## src/rtl/muldiv_unit.sv

```systemverilog
// Purpose : iterative RV32M multiply/divide unit (shift-add multiply, restoring divide).
// Latency : oDone 34 cycles after an accepted iStart; 2 cycles for divide-by-zero and signed overflow.
// Backpressure: iStart is ignored while oBusy; a new start is taken in IDLE or in the DONE cycle.
// Ports   : iCLK/iRST clock and async active-high reset; iStart/iFunct3/iA/iB request;
//           iFlush aborts the operation; oBusy/oDone status; oResult holds the last result.
module muldiv_unit #(
  parameter int WIDTH = 32
) (
  input  logic             iCLK,
  input  logic             iRST,
  input  logic             iStart,
  input  logic [2:0]       iFunct3,
  input  logic [WIDTH-1:0] iA,
  input  logic [WIDTH-1:0] iB,
  input  logic             iFlush,
  output logic             oBusy,
  output logic             oDone,
  output logic [WIDTH-1:0] oResult
);

  localparam int CW = $clog2(WIDTH);

  typedef enum logic [1:0] {IDLE, CALC, FIX, DONE} state_t;

  state_t             state;
  logic [CW-1:0]      cnt;
  logic [2:0]         op;
  logic               res_neg;
  logic [WIDTH-1:0]   opnd;    // multiplicand (mul) or divisor (div), magnitude
  logic [2*WIDTH-1:0] acc;     // mul: {partial product, multiplier}; div: {remainder, quotient}

  // ---- operand preparation at accept time ----
  logic             is_div, a_signed, b_signed, a_neg, b_neg;
  logic             div_zero, div_ovf;
  logic [WIDTH-1:0] a_abs, b_abs;

  always_comb begin
    is_div   = iFunct3[2];
    a_signed = (iFunct3 == 3'b001) || (iFunct3 == 3'b010) ||
               (iFunct3 == 3'b100) || (iFunct3 == 3'b110);
    b_signed = (iFunct3 == 3'b001) || (iFunct3 == 3'b100) || (iFunct3 == 3'b110);
    a_neg    = a_signed && iA[WIDTH-1];
    b_neg    = b_signed && iB[WIDTH-1];
    a_abs    = a_neg ? (~iA + 1'b1) : iA;
    b_abs    = b_neg ? (~iB + 1'b1) : iB;
    div_zero = is_div && (iB == '0);
    div_ovf  = is_div && !iFunct3[0] && (iA == {1'b1, {(WIDTH-1){1'b0}}}) && (iB == '1);
  end

  // ---- one iteration of each algorithm ----
  logic [WIDTH:0]     mul_sum, trial, diff;
  logic               ge;
  logic [2*WIDTH-1:0] mul_next, div_next;

  always_comb begin
    // Multiply: add multiplicand into the high half when the multiplier LSB is set, then shift right.
    mul_sum  = {1'b0, acc[2*WIDTH-1:WIDTH]} + (acc[0] ? {1'b0, opnd} : '0);
    mul_next = {mul_sum, acc[WIDTH-1:1]};
    // Restoring divide: shift next dividend bit into the remainder, subtract if it fits.
    trial    = acc[2*WIDTH-1:WIDTH-1];
    diff     = trial - {1'b0, opnd};
    ge       = (trial >= {1'b0, opnd});
    div_next = ge ? {diff[WIDTH-1:0], acc[WIDTH-2:0], 1'b1}
                  : {trial[WIDTH-1:0], acc[WIDTH-2:0], 1'b0};
  end

  // ---- sign correction and output selection ----
  logic [2*WIDTH-1:0] prod;
  logic [WIDTH-1:0]   quo, rem, fix_word;

  always_comb begin
    prod = res_neg ? (~acc + 1'b1) : acc;
    quo  = acc[WIDTH-1:0];
    rem  = acc[2*WIDTH-1:WIDTH];
    case (op)
      3'b000:                 fix_word = prod[WIDTH-1:0];
      3'b001, 3'b010, 3'b011: fix_word = prod[2*WIDTH-1:WIDTH];
      3'b100, 3'b101:         fix_word = res_neg ? (~quo + 1'b1) : quo;
      default:                fix_word = res_neg ? (~rem + 1'b1) : rem;
    endcase
  end

  // ---- control ----
  // oBusy/oDone are registered from the state held before each edge, so they trail it by one cycle.
  always_ff @(posedge iCLK or posedge iRST) begin
    if (iRST) begin
      state   <= IDLE;
      cnt     <= '0;
      op      <= '0;
      res_neg <= 1'b0;
      opnd    <= '0;
      acc     <= '0;
      oBusy   <= 1'b0;
      oDone   <= 1'b0;
      oResult <= '0;
    end else if (iFlush) begin
      state <= IDLE;
      cnt   <= '0;
      oBusy <= 1'b0;
      oDone <= 1'b0;
    end else begin
      oBusy <= (state == CALC) || (state == FIX);
      oDone <= (state == DONE);
      case (state)
        IDLE, DONE: begin
          if (iStart) begin
            op  <= iFunct3;
            cnt <= '0;
            if (div_zero) begin
              // Preload the architectural answer and skip the iterations.
              res_neg <= 1'b0;
              acc     <= {iA, {WIDTH{1'b1}}};
              state   <= FIX;
            end else if (div_ovf) begin
              res_neg <= 1'b0;
              acc     <= {{WIDTH{1'b0}}, 1'b1, {(WIDTH-1){1'b0}}};
              state   <= FIX;
            end else begin
              // Remainder follows the dividend's sign; product and quotient follow a_neg ^ b_neg.
              res_neg <= (is_div && iFunct3[1]) ? a_neg : (a_neg ^ b_neg);
              opnd    <= is_div ? b_abs : a_abs;
              acc     <= {{WIDTH{1'b0}}, (is_div ? a_abs : b_abs)};
              state   <= CALC;
            end
          end else begin
            state <= IDLE;
          end
        end
        CALC: begin
          acc <= op[2] ? div_next : mul_next;
          cnt <= cnt + 1'b1;
          if (cnt == CW'(WIDTH-1)) state <= FIX;
        end
        FIX: begin
          oResult <= fix_word;
          state   <= DONE;
        end
        default: state <= IDLE;
      endcase
    end
  end

endmodule

```

## config.mk

```make
export PLATFORM = sky130hd
export DESIGN_NAME = muldiv_unit
export DESIGN_NICKNAME = d
export VERILOG_FILES = /design/src/rtl/muldiv_unit.sv
export SDC_FILE = /design/constraint.sdc
export NUM_CORES = 1
export LEC_CHECK = 0
export BUFFER_PORTS_ARGS = -buffer_cell sky130_fd_sc_hd__buf_2
export CORE_MARGIN = 5
export CORE_UTILIZATION = 60
export CTS_CLUSTER_SIZE = 25
export DETAILED_ROUTE_END_ITERATION = 12
export PLACE_DENSITY_LB_ADDON = 0.12
export SLEW_MARGIN = 20
export SYNTH_ARGS = -nofsm -noshare
export SYNTH_HDL_FRONTEND = slang
export SYNTH_SLANG_ARGS = --single-unit
```

## constraint.sdc

```tcl
create_clock -name iCLK -period 7.8 [get_ports iCLK]
set_input_delay 1.17 -clock iCLK [delete_from_list [all_inputs] [get_ports iCLK]]
set_output_delay 1.17 -clock iCLK [all_outputs]
set_load 0.03 [all_outputs]
```

==> summary.md <==
| Metric | Value |
|---|---|
| Run status | finished clean |
| Chip Width | 168.0 um |
| CTS tree | yes |
| Seq/Total Area, Yosys | 23.55% |
| Synth cell types | 78 |
| HP Class | reg2reg |
| Period utilization | 60.92% |
| Power density cells | 499.5 nW/um^2 |
| Asr flop ratio synth | 100.0% |
| Critical Path Sink Type | register |
| Routed WL | 55780 um |
| # fillers | 2234 |
| Antenna Diode Count | 0 |
| Vias in the first global route | 14780 |
| Post-synthesis to final-layout area growth | 7.489% |
| DPL Wire Length | 42430 um |
| Post-route design area | 16110 sq um |
| Post-Syn Nets | 2220 |
| Achievable Freq | 210.4 MHz |
| Footprint of the multi-input gates | 10620 sq um |
| Row cnt | 57 |
| Pre-CTS WS | 2.732 ns |
| TritonRoute pass-1 iters | 6 |
| RSZ-0062 raised after global routing | false |
| Number of synthesized register bits | 141 |
| Worst Skew | 0.01767 ns |
| GRT Total Usage | 38.66% |
| Hold_buf cts | 0 |
| Post_cts resized | 0 |
| Final #Nets | 2214 |
| Share of layout cells above drive strength 1 | 9.471% |
| Crit Path Class | in2reg |
| DP Cell Count | 2372 |
| First-pass GRT wire length | 86220 um |
| Placement Cell Area | 15480 sq um |
| Seq. cell area | 3531 sq um |
| Fin crit period | 4.752 ns |
| Post-CTS setup repair buffer count | 0 |
| Worst IR Drop VDD | 0.0007277 V |
| Syn Area/Cell | 7.229 sq um |
| Max-Cap Viols | 0 |
| Top Ports | 105 |
| Core area | 24460 sq um |
| Root Driver | clkbuf_16 |
| Clock sinks | 141 |
| Final Worst Setup Slack | 3.048 ns |
| Clk pin slew, worst setup/hold paths | 0.07 ns |
| Residual DRC count | 0 |
| Placer Congestion | 1.049 |
| DR iter-0 viols | 2452 |
| Die Y | 168.0 um |
| Final hold viol count | 0 |
| Synth Warn # | 0 |
| Initial Util | 61.26% |
| R2R setup slack | 3.72 ns |
| Pleak | 0.007059 uW |
| WP data arrival | 5.07 ns |
| Die ar. | 28240 sq um |
| Final setup vio count | 0 |
| Synth Flop Type | dfrtp_1 |
| CTS H-tree lvls | 4 |
| Pin count of the biggest net entering global routing | 107 |
| Final Max Slew Viols | 0 |
| Initial antenna violation count | 0 |
| PortBufs | 104 |
| Crit-path max FO | 106 |
| CTS Buf Count | 17 |
| CP Data Required Time | 8.11 ns |
| CP Launch Type | input port |
| Total congestion overflow | 0 |
| Setup TNS | 0 ns |
| Clock Latency Late Sink | 0.44 ns |
| Max-slew headroom | 29.79% |
| Worst-case clock buffer depth | 2 |
| Routed Antenna Nets | 0 |
| Via density | 6.738 |
| Post-Syn Instances | 2073 |
| Cell Area, Synth | 14990 sq um |
| DR WL/cell | 23.20 um |
| Final non-filler cell total | 2404 |
| Worst Max-Slew Pin Slew | 1.049 ns |
| Number of flops mapped to enable cells by yosys | 0 |
| Vias | 16199 |
[synthesized netlist by cell type, types with 8 or more instances]
| cell type | number | share of area (%) |
|---|---|---|
| a21oi_1 | 255 | 8.5 |
| nand2_1 | 237 | 5.9 |
| nor2_1 | 212 | 5.3 |
| o21ai_0 | 190 | 6.3 |
| dfrtp_1 | 141 | 24 |
| clkbuf_1 | 114 | 2.9 |
| xnor2_1 | 92 | 5.4 |
| xor2_1 | 81 | 4.7 |
| ha_1 | 74 | 6.2 |
| inv_1 | 73 | 1.8 |
| mux2i_1 | 50 | 3.3 |
| nor3_1 | 49 | 1.6 |
| a21o_1 | 37 | 1.9 |
| nand3_1 | 36 | 1.2 |
| and3_1 | 30 | 1.3 |
| a31oi_1 | 27 | 1.1 |
| o211ai_1 | 24 | 1.2 |
| nand4_1 | 23 | 0.96 |
| nor4_1 | 23 | 0.96 |
| o31ai_1 | 20 | 1.0 |
| a211oi_1 | 16 | 0.80 |
| buf_2 | 16 | 0.53 |
| or3_1 | 15 | 0.63 |
| o21a_1 | 14 | 0.70 |
| nand2b_1 | 13 | 0.54 |
| nor2b_1 | 13 | 0.54 |
| or4_1 | 13 | 0.65 |
| mux2_2 | 12 | 0.90 |
| a221oi_1 | 11 | 0.64 |
| o21bai_1 | 11 | 0.55 |
| o22ai_1 | 11 | 0.46 |
| and2_1 | 9 | 0.38 |
| buf_1 | 9 | 0.23 |
| o41ai_1 | 9 | 0.53 |
| or2_2 | 8 | 0.33 |
[worst paths after layout]
check / start / endpoint / depth (start not counted)
worst max register to register: acc[0] / acc[61] / 13
worst min-delay path: oResult[7] / oResult[7] / 2
min in group asynchronous: iRST / oResult[7] / 2
max in group asynchronous: iRST / op[2] / 3
worst min register to register: oResult[7] / oResult[7] / 2
worst max-delay path: iFunct3[2] / opnd[11] / 10
[cell type report]
cell class	instances	share of cell area [%]
Clock buffer	17	2.641
Clock inverter	15	1.227
Inverter	73	1.732
Multi-Input combinational cell	1713	65.94
Sequential cell	141	21.92
Tap cell	324	2.517
Timing Repair Buffer	121	4.024
[cell families after synthesis]
group | after synthesis | synth area share [%]
and+or+nand+nor | 712 | 22.37
AOI/OAI and AO/OA | 690 | 27.52
buffers and inverters | 219 | 5.769
xor gates and xnor gates | 173 | 10.11
DFF | 141 | 23.55
adders and majority gates | 76 | 6.446
muxes | 62 | 4.241
[worst max-delay path, stage by stage]
cell	delay, ns
buf_2	0.07
buf_4	0.69
inv_1	0.59
nor2_1	0.30
and3_1	0.19
nand4_1	0.09
nor4_1	0.40
and3_1	0.30
or3_2	0.76
mux2_2	0.41
[layout by cell type (no fill, tap or decap), types with 11 or more instances in the layout]
| cell | Yosys | routed |
|---|---|---|
| o22ai_1 | 11 | 11 |
| a211oi_1 | 16 | 16 |
| xnor2_1 | 92 | 92 |
| or4_1 | 13 | 13 |
| nor2b_1 | 13 | 13 |
| nand3_1 | 36 | 36 |
| a221oi_1 | 11 | 11 |
| buf_4 | 3 | 17 |
| and3_1 | 30 | 30 |
| ha_1 | 74 | 73 |
| mux2i_1 | 50 | 50 |
| a31oi_1 | 27 | 27 |
| o21a_1 | 14 | 14 |
| nor4_1 | 23 | 23 |
| a21oi_1 | 255 | 254 |
| o21ai_0 | 190 | 189 |
| a21o_1 | 37 | 36 |
| nand2b_1 | 13 | 13 |
| nor3_1 | 49 | 49 |
| nor2_1 | 212 | 209 |
| o21bai_1 | 11 | 11 |
| mux2_2 | 12 | 12 |
| nand2_1 | 237 | 237 |
| buf_2 | 16 | 104 |
| nand4_1 | 23 | 23 |
| clkbuf_16 | 0 | 17 |
| xor2_1 | 81 | 81 |
| o31ai_1 | 20 | 20 |
| o211ai_1 | 24 | 24 |
| inv_1 | 73 | 72 |
| or3_1 | 15 | 14 |
| dfrtp_1 | 141 | 139 |
[metrics by stage]
step           total power [uW]  hold WS [ns]  utilization [%]
3_5_place_dp               6943        0.4604            63.28
2_1_floorplan              5460        0.4497                -
4_1_cts                    7851        0.4777            65.83
3_3_place_gp               6836        0.4550            63.27
5_1_grt                    8572        0.5002            65.85
6_report                   8046        0.4700            65.85
[flip-flops by register name (all words and copies together) (netlist names), 2 cells and up]
register,cells
opnd,32
oResult,32
state,2
cnt,5
acc,64
op,3
[layer usage]
layer | global-route usage [%] | vias to the layer above | routed length [um]
li1 | - | 7441 | -
met1 | 54.55 | 7622 | 22860
met2 | 57.95 | 996 | 24010
met3 | 7.691 | 140 | 6197
met4 | 16.23 | 0 | 2711
met5 | 0 | - | 0
[where the power goes]
group | internal (uW) | leakage [uW] | switching (uW) | total [uW]
clock network | 491 | 0.000302 | 396 | 887
registers | 1050 | 0.00176 | 576 | 1630
logic | 2000 | 0.00500 | 3530 | 5530
Note: power is estimated with default switching activity, not from simulation.
